### src/rtl/lc3b_types.sv
// Shared LC-3b out-of-order core types: ROB tags, data words and the common data bus payload.
package lc3b_types;

    localparam int unsigned ROB_ADDR_W  = 3;
    localparam int unsigned WORD_W      = 16;
    localparam int unsigned CDB_NUM_REQ = 4;

    typedef logic [ROB_ADDR_W-1:0] lc3b_rob_addr;
    typedef logic [WORD_W-1:0]     lc3b_word;

    typedef struct packed {
        logic         valid;
        lc3b_rob_addr tag;
        lc3b_word     value;
    } lc3b_cdb;

endpackage

### src/rtl/rr_arbiter.sv
// Combinational rotating-priority arbiter: scans upward from ptr with wrap, first request wins.
module rr_arbiter #(
    parameter int unsigned NUM_REQ = 4,
    localparam int unsigned IDX_W  = $clog2(NUM_REQ)
) (
    input  logic [NUM_REQ-1:0] req,
    input  logic [IDX_W-1:0]   ptr,
    input  logic               enable,
    output logic [NUM_REQ-1:0] grant,
    output logic [IDX_W-1:0]   idx,
    output logic               any_grant
);

    int unsigned      cand;
    logic [IDX_W-1:0] cand_idx;

    // Explicit modulo keeps non-power-of-two requester counts correct.
    always_comb begin
        grant     = '0;
        idx       = '0;
        any_grant = 1'b0;
        cand      = 0;
        cand_idx  = '0;
        for (int unsigned k = 0; k < NUM_REQ; k++) begin
            cand     = (32'(ptr) + k) % NUM_REQ;
            cand_idx = IDX_W'(cand);
            if (enable && !any_grant && req[cand_idx]) begin
                grant[cand_idx] = 1'b1;
                idx             = cand_idx;
                any_grant       = 1'b1;
            end
        end
    end

endmodule

### src/rtl/cdb_arbiter.sv
// Common data bus arbiter: round-robin grant among result producers, registered CDB broadcast.
module cdb_arbiter
    import lc3b_types::*;
#(
    parameter int unsigned NUM_REQ = CDB_NUM_REQ,
    localparam int unsigned IDX_W  = $clog2(NUM_REQ)
) (
    input  logic               clk,
    input  logic               rst,
    input  logic               flush,
    input  logic [NUM_REQ-1:0] req,
    input  lc3b_rob_addr       req_tag   [NUM_REQ],
    input  lc3b_word           req_value [NUM_REQ],
    output logic [NUM_REQ-1:0] grant,
    output lc3b_cdb            CDB_out,
    output logic [IDX_W-1:0]   prio_ptr
);

    logic [IDX_W-1:0] win_idx;
    logic             any_grant;
    logic [IDX_W-1:0] ptr_next;
    lc3b_rob_addr     sel_tag;
    lc3b_word         sel_value;

    rr_arbiter #(.NUM_REQ(NUM_REQ)) u_rr (
        .req       (req),
        .ptr       (prio_ptr),
        .enable    (!flush),
        .grant     (grant),
        .idx       (win_idx),
        .any_grant (any_grant)
    );

    always_comb begin
        sel_tag   = req_tag[win_idx];
        sel_value = req_value[win_idx];
        ptr_next  = (32'(win_idx) == NUM_REQ - 1) ? '0 : IDX_W'(32'(win_idx) + 1);
    end

    // Tag/value hold across idle cycles; only valid drops.
    always_ff @(posedge clk or posedge rst) begin
        if (rst) begin
            CDB_out  <= '0;
            prio_ptr <= '0;
        end else if (flush) begin
            CDB_out.valid <= 1'b0;
            prio_ptr      <= '0;
        end else if (any_grant) begin
            CDB_out  <= '{valid: 1'b1, tag: sel_tag, value: sel_value};
            prio_ptr <= ptr_next;
        end else begin
            CDB_out.valid <= 1'b0;
        end
    end

endmodule

### config.mk
export PLATFORM = sky130hd
export DESIGN_NAME = cdb_arbiter
export DESIGN_NICKNAME = d
export VERILOG_FILES = /design/src/rtl/lc3b_types.sv /design/src/rtl/rr_arbiter.sv /design/src/rtl/cdb_arbiter.sv
export SDC_FILE = /design/constraint.sdc
export NUM_CORES = 1
export LEC_CHECK = 0
export ABC_AREA = 1
export BUFFER_PORTS_ARGS = -buffer_cell sky130_fd_sc_hd__buf_2
export CORE_AREA = 4 4 76 85
export CTS_CLUSTER_SIZE = 24
export DETAILED_ROUTE_END_ITERATION = 8
export DIE_AREA = 0 0 80 89
export PLACE_DENSITY = 0.77
export SKIP_LAST_GASP = 1
export SYNTH_ARGS = -nofsm -noshare
export SYNTH_HDL_FRONTEND = slang
export SYNTH_SLANG_ARGS = --single-unit
### constraint.sdc
create_clock -name clk -period 2.29 [get_ports clk]
set_clock_uncertainty 0.2 [all_clocks]
set_input_delay 0.3435 -clock clk [delete_from_list [all_inputs] [get_ports clk]]
set_output_delay 0.3435 -clock clk [all_outputs]
set_load 0.01 [all_outputs]
## Word-level counts from Yosys, hierarchy flattened

Index checks and enable logic that the tools add are counted.

| word-level totals | value |
|---|---|
| register bits | 22 |
| input bits | 83 |
| output and inout port bits | 26 |
| logic and storage cells | 79 |

| operators by class | value |
|---|---|
| add/sub/neg operators | 4 |
| order comparisons | 9 |
| equal/unequal tests | 1 |
| multiplexer cells | 39 |
| bitwise logic cells | 5 |
| reductions and logical operators | 17 |

Operator list:

| kind | number |
|---|---|
| 16-bit binary-select mux with 2-bit select | 1 |
| 16-bit two-way mux | 2 |
| 4-bit two-way mux | 4 |
| 1-bit two-way mux | 14 |
| 2-bit two-way mux | 7 |
| 2-bit by 3-bit less-than comparator with 1-bit output, second input constant | 4 |
| 4-bit OR | 3 |
| 1-bit logical AND | 11 |
| 1-bit binary-select mux with 2-bit select | 4 |
| 1-bit demux with 2-bit select | 4 |
| 2-bit by 1-bit >= comparator with 1-bit output, second input constant | 4 |
| 3-bit binary-select mux with 2-bit select | 1 |
| 3-bit two-way mux | 2 |
| 2-bit by 1-bit adder with 2-bit output, second input constant | 2 |
| 2-bit adder, second input constant | 2 |
| 1-bit logical NOT | 4 |
| 3-bit >= comparator, second input constant | 1 |
| 2-bit inverter with 3-bit output | 1 |
| 2-bit equality test, second input constant | 1 |
| 2-bit AND reduction | 1 |
| 2-bit nonzero test | 1 |
| 1-bit inverter | 1 |

## Longest topological paths before layout

Gate-level depths: netlist of run 1.

| logic depth | value |
|---|---|
| depth in word-level cells | 20 |
| gate-level depth with buffers | 18 |
| gate-level depth less buffers | 15 |

## By module

From an unflattened synthesis of run 1, not the netlist that was laid out.

| second synthesis, totals | value |
|---|---|
| cell total of the unflattened synthesis | 409 |
| area total of the unflattened synthesis | 2,317.2 um^2 |

By module, submodules not included:

| module | times used | cells each | area an instance (um^2) | sequential area each (um^2) |
|---|---|---|---|---|
| cdb_arbiter | 1 | 318 | 1,770.4 | 550.5 |
| rr_arbiter | 1 | 91 | 546.8 | 0.0 |

## Least setup slack after synthesis of run 1

OpenSTA, ideal clock, no wires.

| timing | value |
|---|---|
| path type | flip-flop to flip-flop |
| start point | reg prio_ptr[1] |
| end point | reg CDB_out[16] (netlist name) |
| library setup time | 0.117 ns |
| arrival time | 2.196 ns |
| required time | 1.973 ns |
| setup slack | -0.223 ns |
| stages on the path, launching flop included | 19 |
| buffers on the path | 3 |
| clock period less this slack | 2.513 ns |
| path through | dfrtp_1 > buf_2 > inv_1 > ha_1 > inv_1 > nand3_1 > inv_1 > nor2_2 > nand2_2 > nand2_2 > inv_1 > nand2_1 > buf_4 > buf_6 > nand3_1 > nand3_1 > nand2_1 > nand2_1 > nand2_1 |

| between the ends | value |
|---|---|
| longest elaborated chain between the ends | 20 |
| elaborated cells between the ends (all ways) | 34 |
| those cells by class | 3 x add/sub; 19 x mux; 1 x bitwise; 11 x reduce/logical |

Ends and longest elaborated chain:

| what | RTL line | text |
|---|---|---|
| start: declaration | cdb_arbiter.sv:16 | `output logic [IDX_W-1:0] prio_ptr` |
| start signal: assignment | cdb_arbiter.sv:50 | `prio_ptr <= ptr_next;` |
| 1-bit binary-select mux with 2-bit select | rr_arbiter.sv:27 | `if (enable && !any_grant && req[cand_idx]) begin` |
| 1-bit two-way mux (not written as such) | rr_arbiter.sv:27 |  |
| 1-bit logical AND | rr_arbiter.sv:27 |  |
| 1-bit two-way mux | rr_arbiter.sv:27 |  |
| 1-bit logical NOT | rr_arbiter.sv:27 |  |
| 1-bit logical AND (2 in a row) | rr_arbiter.sv:27 |  |
| 1-bit two-way mux | rr_arbiter.sv:27 |  |
| 1-bit logical NOT | rr_arbiter.sv:27 |  |
| 1-bit logical AND (2 in a row) | rr_arbiter.sv:27 |  |
| 1-bit two-way mux | rr_arbiter.sv:27 |  |
| 1-bit logical NOT | rr_arbiter.sv:27 |  |
| 1-bit logical AND (2 in a row) | rr_arbiter.sv:27 |  |
| 2-bit two-way mux | rr_arbiter.sv:27 |  |
| 2-bit inverter with 3-bit output (not written as such) | cdb_arbiter.sv:35 | `sel_tag = req_tag[win_idx];` |
| 3-bit binary-select mux with 2-bit select | cdb_arbiter.sv:35 |  |
| 3-bit two-way mux (not written as such) (2 in a row) | cdb_arbiter.sv:35 |  |
| end signal: assignment | cdb_arbiter.sv:49 | `CDB_out <= '{valid: 1'b1, tag: sel_tag, value: sel_value};` |
| end: declaration | cdb_arbiter.sv:15 | `output lc3b_cdb CDB_out,` |

Several ways; a longest one is shown, not always the timed one. The select of a mux whose other input is x is not followed.
A chain may end at the register's enable or synchronous reset.

## Worst setup path after layout of run 1

| timing | value |
|---|---|
| start point | reg prio_ptr[0] |
| end point | out grant[0] |

| between the ends | value |
|---|---|
| longest elaborated chain between the ends | 16 |
| elaborated cells between the ends (all ways) | 51 |
| those cells by class | 3 x add/sub; 8 x order compare; 23 x mux; 3 x bitwise; 14 x reduce/logical |

Ends and longest elaborated chain:

| what | RTL line | text |
|---|---|---|
| branches (longest 15 deep; another with 2-bit by 3-bit less-than comparator with 1-bit output) | - |  |
| 4-bit two-way mux * | rr_arbiter.sv:27 |  |
| end: declaration | cdb_arbiter.sv:14 | `output logic [NUM_REQ-1:0] grant,` |

Mark *: on every way between the ends. The select of a mux whose other input is x is not followed.

==> impl_metrics.toml, run 1 <==
[power]
p_leak_uw = 0.00211
finalPower_uw = 5970
p_comb_share_pct = 81.4
clkPwrFrac_pct = 6.1
p_seq_share_pct = 12.5
p_sw_uw = 3180
power.density_nw_per_um2 = 1740
switching_share_pct = 53.3
power.internal_uw = 2780
ir_drop_mv = 0.754

[grt]
first_global_vias = 2900
antenna_found_initial = 0
grt_max_degree = 40
grt_pass1_wl_um = 13400
track_usage_pct = 23.3
gr-total-overflow = 0

[layout]
final_nets = 605
syn_to_final_growth_pct = 41.3
num-fill-cells = 551
n_antenna_cell = 0
multi_input_area_um2 = 1490
drive_gt1_share_pct = 37.5
seqCellArea_um2 = 552

[detailed_routing]
drcViolationCount = 0
drt_first_iter_violations = 120
drt_first_pass_iters = 5
antenna_left = 0
num_vias = 2982
viasPerCell = 5.02
wl_per_cell_um = 13.8
wl_um = 8190

[sta]
slew_headroom_pct = 71.6
finalCritPeriodShare_pct = 105
rsz0062_at_grt = "yes"
clock.fmax_mhz = 417
fin_crit_ps = 2400
hold_viol = 0
worst_slew_pin_slew_ps = 426
drv_slew = 0
setup_slack_ps = -110
setup_viol = 16

[clock_tree]
cts_tree = "done"
cts_made_buffers = 3
h-tree-depth = 1
root_buffer = "clkbuf_8"
clock_sinks = 22
insertion_delay_ps = 260
clkTransAtPathRegs_ps = 80
cts_buffer_depth = 2

[yosys]
netlist_top_cells_area = "nand3_1 (25%), dfrtp_1 (23%), nand2_1 (15%)"
syn_area_per_cell_um2 = 6.02
synth_nets = 491
postSynthCellCount = 404
ys_types = 24
synth.yosys.seq_area_share_pct = 22.6
synthArstFlopShare_pct = 100
netlist_area_um2 = 2430
yosys-top-cells-count = "nand3_1 (121), nand2_1 (95), inv_1 (90)"
yosys_warnings = 0
synth_ff_type = "dfrtp_1"
synth_edf_count = 0
synth_top_area_share_pct = 24.9
synth.most_common_cell = "nand3_1"
ys_ff_latch = 22
yosysTopAreaCell = "nand3_1"

[floorplan]
die-area_um2 = 7120
die_h_um = 89
core.rowCount = 29
fp.coreArea_um2 = 5660
initial_core_util_pct = 43.0
pin_count = 109
die_w_um = 80

[worst_setup_path]
path_common_cell = "inv_4"
reg2reg_depth = 15
cp_num_buf_inv = 5
critPathMaxStageDelay_ps = 430
cp.arrival_ps = 1860
rrSetupSlack_ps = -30
worstSetupPathType = "reg2out"
cp.required_ps = 1750
crit_chain = "inv_4 -> ha_4 -> inv_4 -> nand3_4 -> inv_2 -> nor2_4 -> nand2_2 -> buf_6 -> nand4_4 -> o21ai_1 -> buf_2"
cp_max_fo = 6
r2r_end = "CDB_out[10]"
start_kind = "flip-flop"
endpoint_kind = "output port"
cpMaxStageDelayCell = "dfrtp_2"
cp_top_family = "buffers and inverters"
timing.rr.start = "prio_ptr[0]"

[hold_path]
hp-class = "in2reg"
hold-path-endpoint = "prio_ptr[0]"
holdCritStartpoint = "flush"
hold_depth = 2

[place]
dp_slack_ps = -187
post-dp-hpwl_um = 5900
numPortBuffers = 108
gp_congestion = 0.960

[status]
status = "finished with violations"
violations = "setup timing"

[flow_run]
maxCapViolations = 0
## cell usage in the layout, fill, tap and decap left out
master,instances
nand3_1,112
buf_2,108
nand2_1,92
inv_1,86
dfrtp_1,21
nand3_2,18
nand2_2,11
buf_4,10
buf_12,9
inv_2,4
clkinvlp_4,4
o22ai_2,4
inv_4,3
nand2_4,3
ha_1,3
clkbuf_8,3
buf_6,3
nor2_4,2
nand4_4,2
a21oi_1,2
o21ai_1,2
a21oi_2,2
o21ai_2,2
nand3_4,1
nor2_1,1
o21ai_4,1
nand4_1,1
nand4_2,1
o31ai_1,1
o211ai_1,1
ha_4,1
bufinv_16,1
dlygate4sd3_1,1
dfrtp_2,1
## cell type report
class	instances	area share, %
clock inverters	1	0.873
repair buffers	131	24.4
repair inverters	3	0.655
multi-input cells	263	43.4
well taps	77	2.80
inverters	94	10.6
clock buffers	3	1.20
flip-flops and latches	22	16.0
## routing by layer
layer / track usage, % / vias to the layer above / routed length, um
met5: 0 / - / 0
met2: 42.8 / 159 / 3890
met1: 28.4 / 1316 / 3430
met4: 7.07 / 0 / 231
li1: - / 1487 / -
met3: 2.82 / 20 / 635
## logic make-up (layout without fill, tap and decap cells)
| kind of cell | after synthesis | in the layout | share of synthesized area [%] |
|---|---|---|---|
| buf+inv | 119 | 232 | 21.6 |
| flops | 22 | 22 | 22.6 |
| compound gates | 15 | 15 | 3.65 |
| fa+ha+maj | 4 | 4 | 2.06 |
| simple gates | 244 | 244 | 50.1 |
## sequential cells by signal, indices dropped and copies added (netlist names)
signal	flops
CDB_out	20
prio_ptr	2
## through the flow
| stage | hold WS [ps] | util, % | cells | TNS [ps] | area, um2 |
|---|---|---|---|---|---|
| 4_1_cts | 94.2 | 60.1 | 594 | -550 | 3400 |
| 3_5_place_dp | 150 | 55.8 | 583 | -1850 | 3160 |
| 2_1_floorplan | 133 | - | 404 | 0 | 2470 |
| 3_3_place_gp | 151 | 55.8 | 583 | -1040 | 3160 |
| 6_report | 97.7 | 60.7 | 594 | -652 | 3440 |
| 5_1_grt | 93.6 | 60.7 | 594 | -3590 | 3440 |
## worst reg2reg max path, stage by stage (launching register included)
cell	delay, ps
dfrtp_2	430
inv_4	70
ha_4	210
inv_4	80
nand3_4	80
nand2_2	100
inv_2	50
o21ai_4	150
nand4_1	180
nand2_4	140
buf_12	120
clkinvlp_4	150
nand3_1	110
nand2_1	60
nand2_1	70
nand2_1	40
## power by group through the flow
stage / Sequential, uW / Clock (uW) / Combinational [uW]
detailed placement: 747 / 0 / 4240
global placement: 746 / 0 / 4150
finish: 744 / 364 / 4860
floorplan: 834 / 0 / 2970
global route: 766 / 391 / 5390
CTS: 743 / 367 / 4690
## repair_timing
item	in CTS	in global routing
pin swaps	3	4
endpoints found under the setup margin	24	25
cloned	3	0
hold endpoints to repair	10	0
hold buffers	1	0
setup buffers	3	0
gates resized for setup	29	9
## how the worst max path moves through the flow
stage | startpoint | end | depth (start not counted)
global placement | prio_ptr[0] | CDB_out[5] | 15
CTS | prio_ptr[1] | grant[3] | 12
floorplan | prio_ptr[1] | CDB_out[16] | 17
global route | prio_ptr[1] | grant[2] | 11
finish | prio_ptr[0] | grant[0] | 11
detailed placement | prio_ptr[0] | CDB_out[5] | 15
(Power assumes the default switching activity.)
==> run 2, diff against run 1 <==
--- a/config.mk
+++ b/config.mk
@@ -6,12 +6,12 @@
 export NUM_CORES = 1
 export LEC_CHECK = 0
 export ABC_AREA = 1
-export BUFFER_PORTS_ARGS = -buffer_cell sky130_fd_sc_hd__buf_2
 export CORE_AREA = 4 4 76 85
 export CTS_CLUSTER_SIZE = 24
 export DETAILED_ROUTE_END_ITERATION = 8
 export DIE_AREA = 0 0 80 89
-export PLACE_DENSITY = 0.77
+export DONT_BUFFER_PORTS = 1
+export PLACE_DENSITY = 0.6
 export SKIP_LAST_GASP = 1
 export SYNTH_ARGS = -nofsm -noshare
 export SYNTH_HDL_FRONTEND = slang
==> impl_metrics.toml, run 2 (synthesis gave the netlist of run 1 again) <==
[worst_setup_path]
endpoint_kind = "output port"
path_common_cell = "inv_4"
critPathMaxStageDelay_ps = 430
cp.required_ps = 1750
start_kind = "flip-flop"
cp.arrival_ps = 1820
crit_chain = "inv_4 -> ha_4 -> inv_4 -> nand3_4 -> inv_2 -> nor2_4 -> nand2_4 -> o22ai_2 -> a21oi_1 -> o21ai_2 -> buf_4"
cp_max_fo = 6
worstSetupPathType = "reg2out"
cpMaxStageDelayCell = "dfrtp_2"

[sta]
drv_slew = 0
rsz0062_at_grt = "yes"
worst_slew_pin_slew_ps = 284
fin_crit_ps = 2360
finalCritPeriodShare_pct = 103
clock.fmax_mhz = 424
setup_slack_ps = -70.2
hold_viol = 0
setup_viol = 16
slew_headroom_pct = 81.0

[status]
status = "finished with violations"
violations = "setup timing"

[floorplan]
die-area_um2 = 7120
fp.coreArea_um2 = 5660
die_h_um = 89
initial_core_util_pct = 43.0
pin_count = 109
die_w_um = 80
core.rowCount = 29

[detailed_routing]
drt_first_pass_iters = 6
viasPerCell = 5.24
antenna_left = 0
drt_first_iter_violations = 112
wl_um = 7290
num_vias = 2613
wl_per_cell_um = 14.6
drcViolationCount = 0

[grt]
track_usage_pct = 19.1
grt_pass1_wl_um = 10900
grt_max_degree = 23
gr-total-overflow = 0
antenna_found_initial = 0
first_global_vias = 2405

[layout]
n_antenna_cell = 0
syn_to_final_growth_pct = 23.1
layout.cells.non_filler = 499
final_common_cell = "nand3_1"
num-fill-cells = 574
multi_input_area_um2 = 1500
final_cell_mix = "nand3_1 (115), nand2_1 (92), inv_1 (85)"
largest_reg_flops = 20
final_nets = 510
top_regs = "CDB_out x20, prio_ptr x2"
final_area_um2 = 3000
largest_register = "CDB_out"
seqCellArea_um2 = 552
drive_gt1_share_pct = 23.5

[power]
p_seq_share_pct = 14.7
power.internal_uw = 2760
clkPwrFrac_pct = 6.2
switching_share_pct = 52.2
p_leak_uw = 0.00175
p_comb_share_pct = 79.1
p_sw_uw = 3010
ir_drop_mv = 0.851
power.density_nw_per_um2 = 1930

[clock_tree]
cts_made_buffers = 3
cts_buffer_depth = 2
root_buffer = "clkbuf_8"
clkTransAtPathRegs_ps = 80
h-tree-depth = 1
cts_tree = "done"
insertion_delay_ps = 260
clock_sinks = 22

[place]
place_area_um2 = 2650
numPortBuffers = 0
placed_cells = 482
gp_congestion = 0.891
post-dp-hpwl_um = 5320

[flow_run]
maxCapViolations = 0

[hold_path]
hp-class = "in2reg"
-- run 2: cell count changes in the layout (fill, tap and decap cells not counted), sizes merged --
cell,delta
clkbuf,+2
inv,+1
clkinvlp,-4
dlygate4sd3,+1
buf,-95
-- run 2: worst paths after layout --
path,startpoint,to,slack (ps),cells after the start
hold reg to reg,CDB_out[8],CDB_out[8],350,2
min in group asynchronous,rst,CDB_out[19],350,3
max in group asynchronous,rst,prio_ptr[0],1290,3
setup / recovery,prio_ptr[0],grant[3],-70,11
setup reg to reg,prio_ptr[0],CDB_out[17],-20,16
hold / removal,req_value[10],CDB_out[10],210,6
-- run 2: through the flow --
stage	TNS [ps]	hold slack [ps]	total power [uW]	util [%]	worst slack [ps]
after floorplan	0	133	3800	-	3.46
after global placement	0	90.2	4740	46.8	66.2
after detailed placement	0	96.3	4810	46.8	20.6
after CTS	-137	-33.9	5410	50.3	-33.0
after global routing	-3390	237	6310	52.9	-181
final	-381	206	5770	52.9	-70.2
-- run 2: layout make-up --
class	instances	area share [%]
inverter	94	12.1
multi-input combinational	263	50.2
clock buffer	3	1.38
timing repair buffer	39	13.7
sequential	22	18.4
tap	77	3.22
clock inverter	1	1.00
-- run 2: repair_timing --
action | in CTS | in global routing
cloned | 0 | 2
hold buffers | 1 | 1
resized for setup | 18 | 19
endpoints found under the hold margin | 23 | 1
pin swaps | 9 | 5
setup endpoints to repair | 4 | 25
buffers inserted | 8 | 1
-- run 2: critical path: cells and delay by family, from the launching register on --
kind | cells | cell delay (ps)
flops | 1 | 430
compound gates | 3 | 320
fa+ha+maj | 1 | 210
buf+inv | 4 | 380
simple gates | 3 | 230
-- run 2: power by group through the flow --
stage / logic, uW / registers (uW) / clock network [uW]
detailed placement: 3950 / 863 / 0
floorplan: 2970 / 834 / 0
finish: 4570 / 849 / 356
CTS: 4190 / 857 / 365
global route: 5060 / 873 / 377
global placement: 3880 / 860 / 0
-- run 2: routing by layer --
layer  global-route usage [%]  vias to the layer above  wire [um]
li1                         -                     1300          -
met1                     23.4                     1194       2950
met2                     33.9                      115       3740
met3                     5.14                        4        548
met4                     3.38                        0         51
met5                        0                        -          0
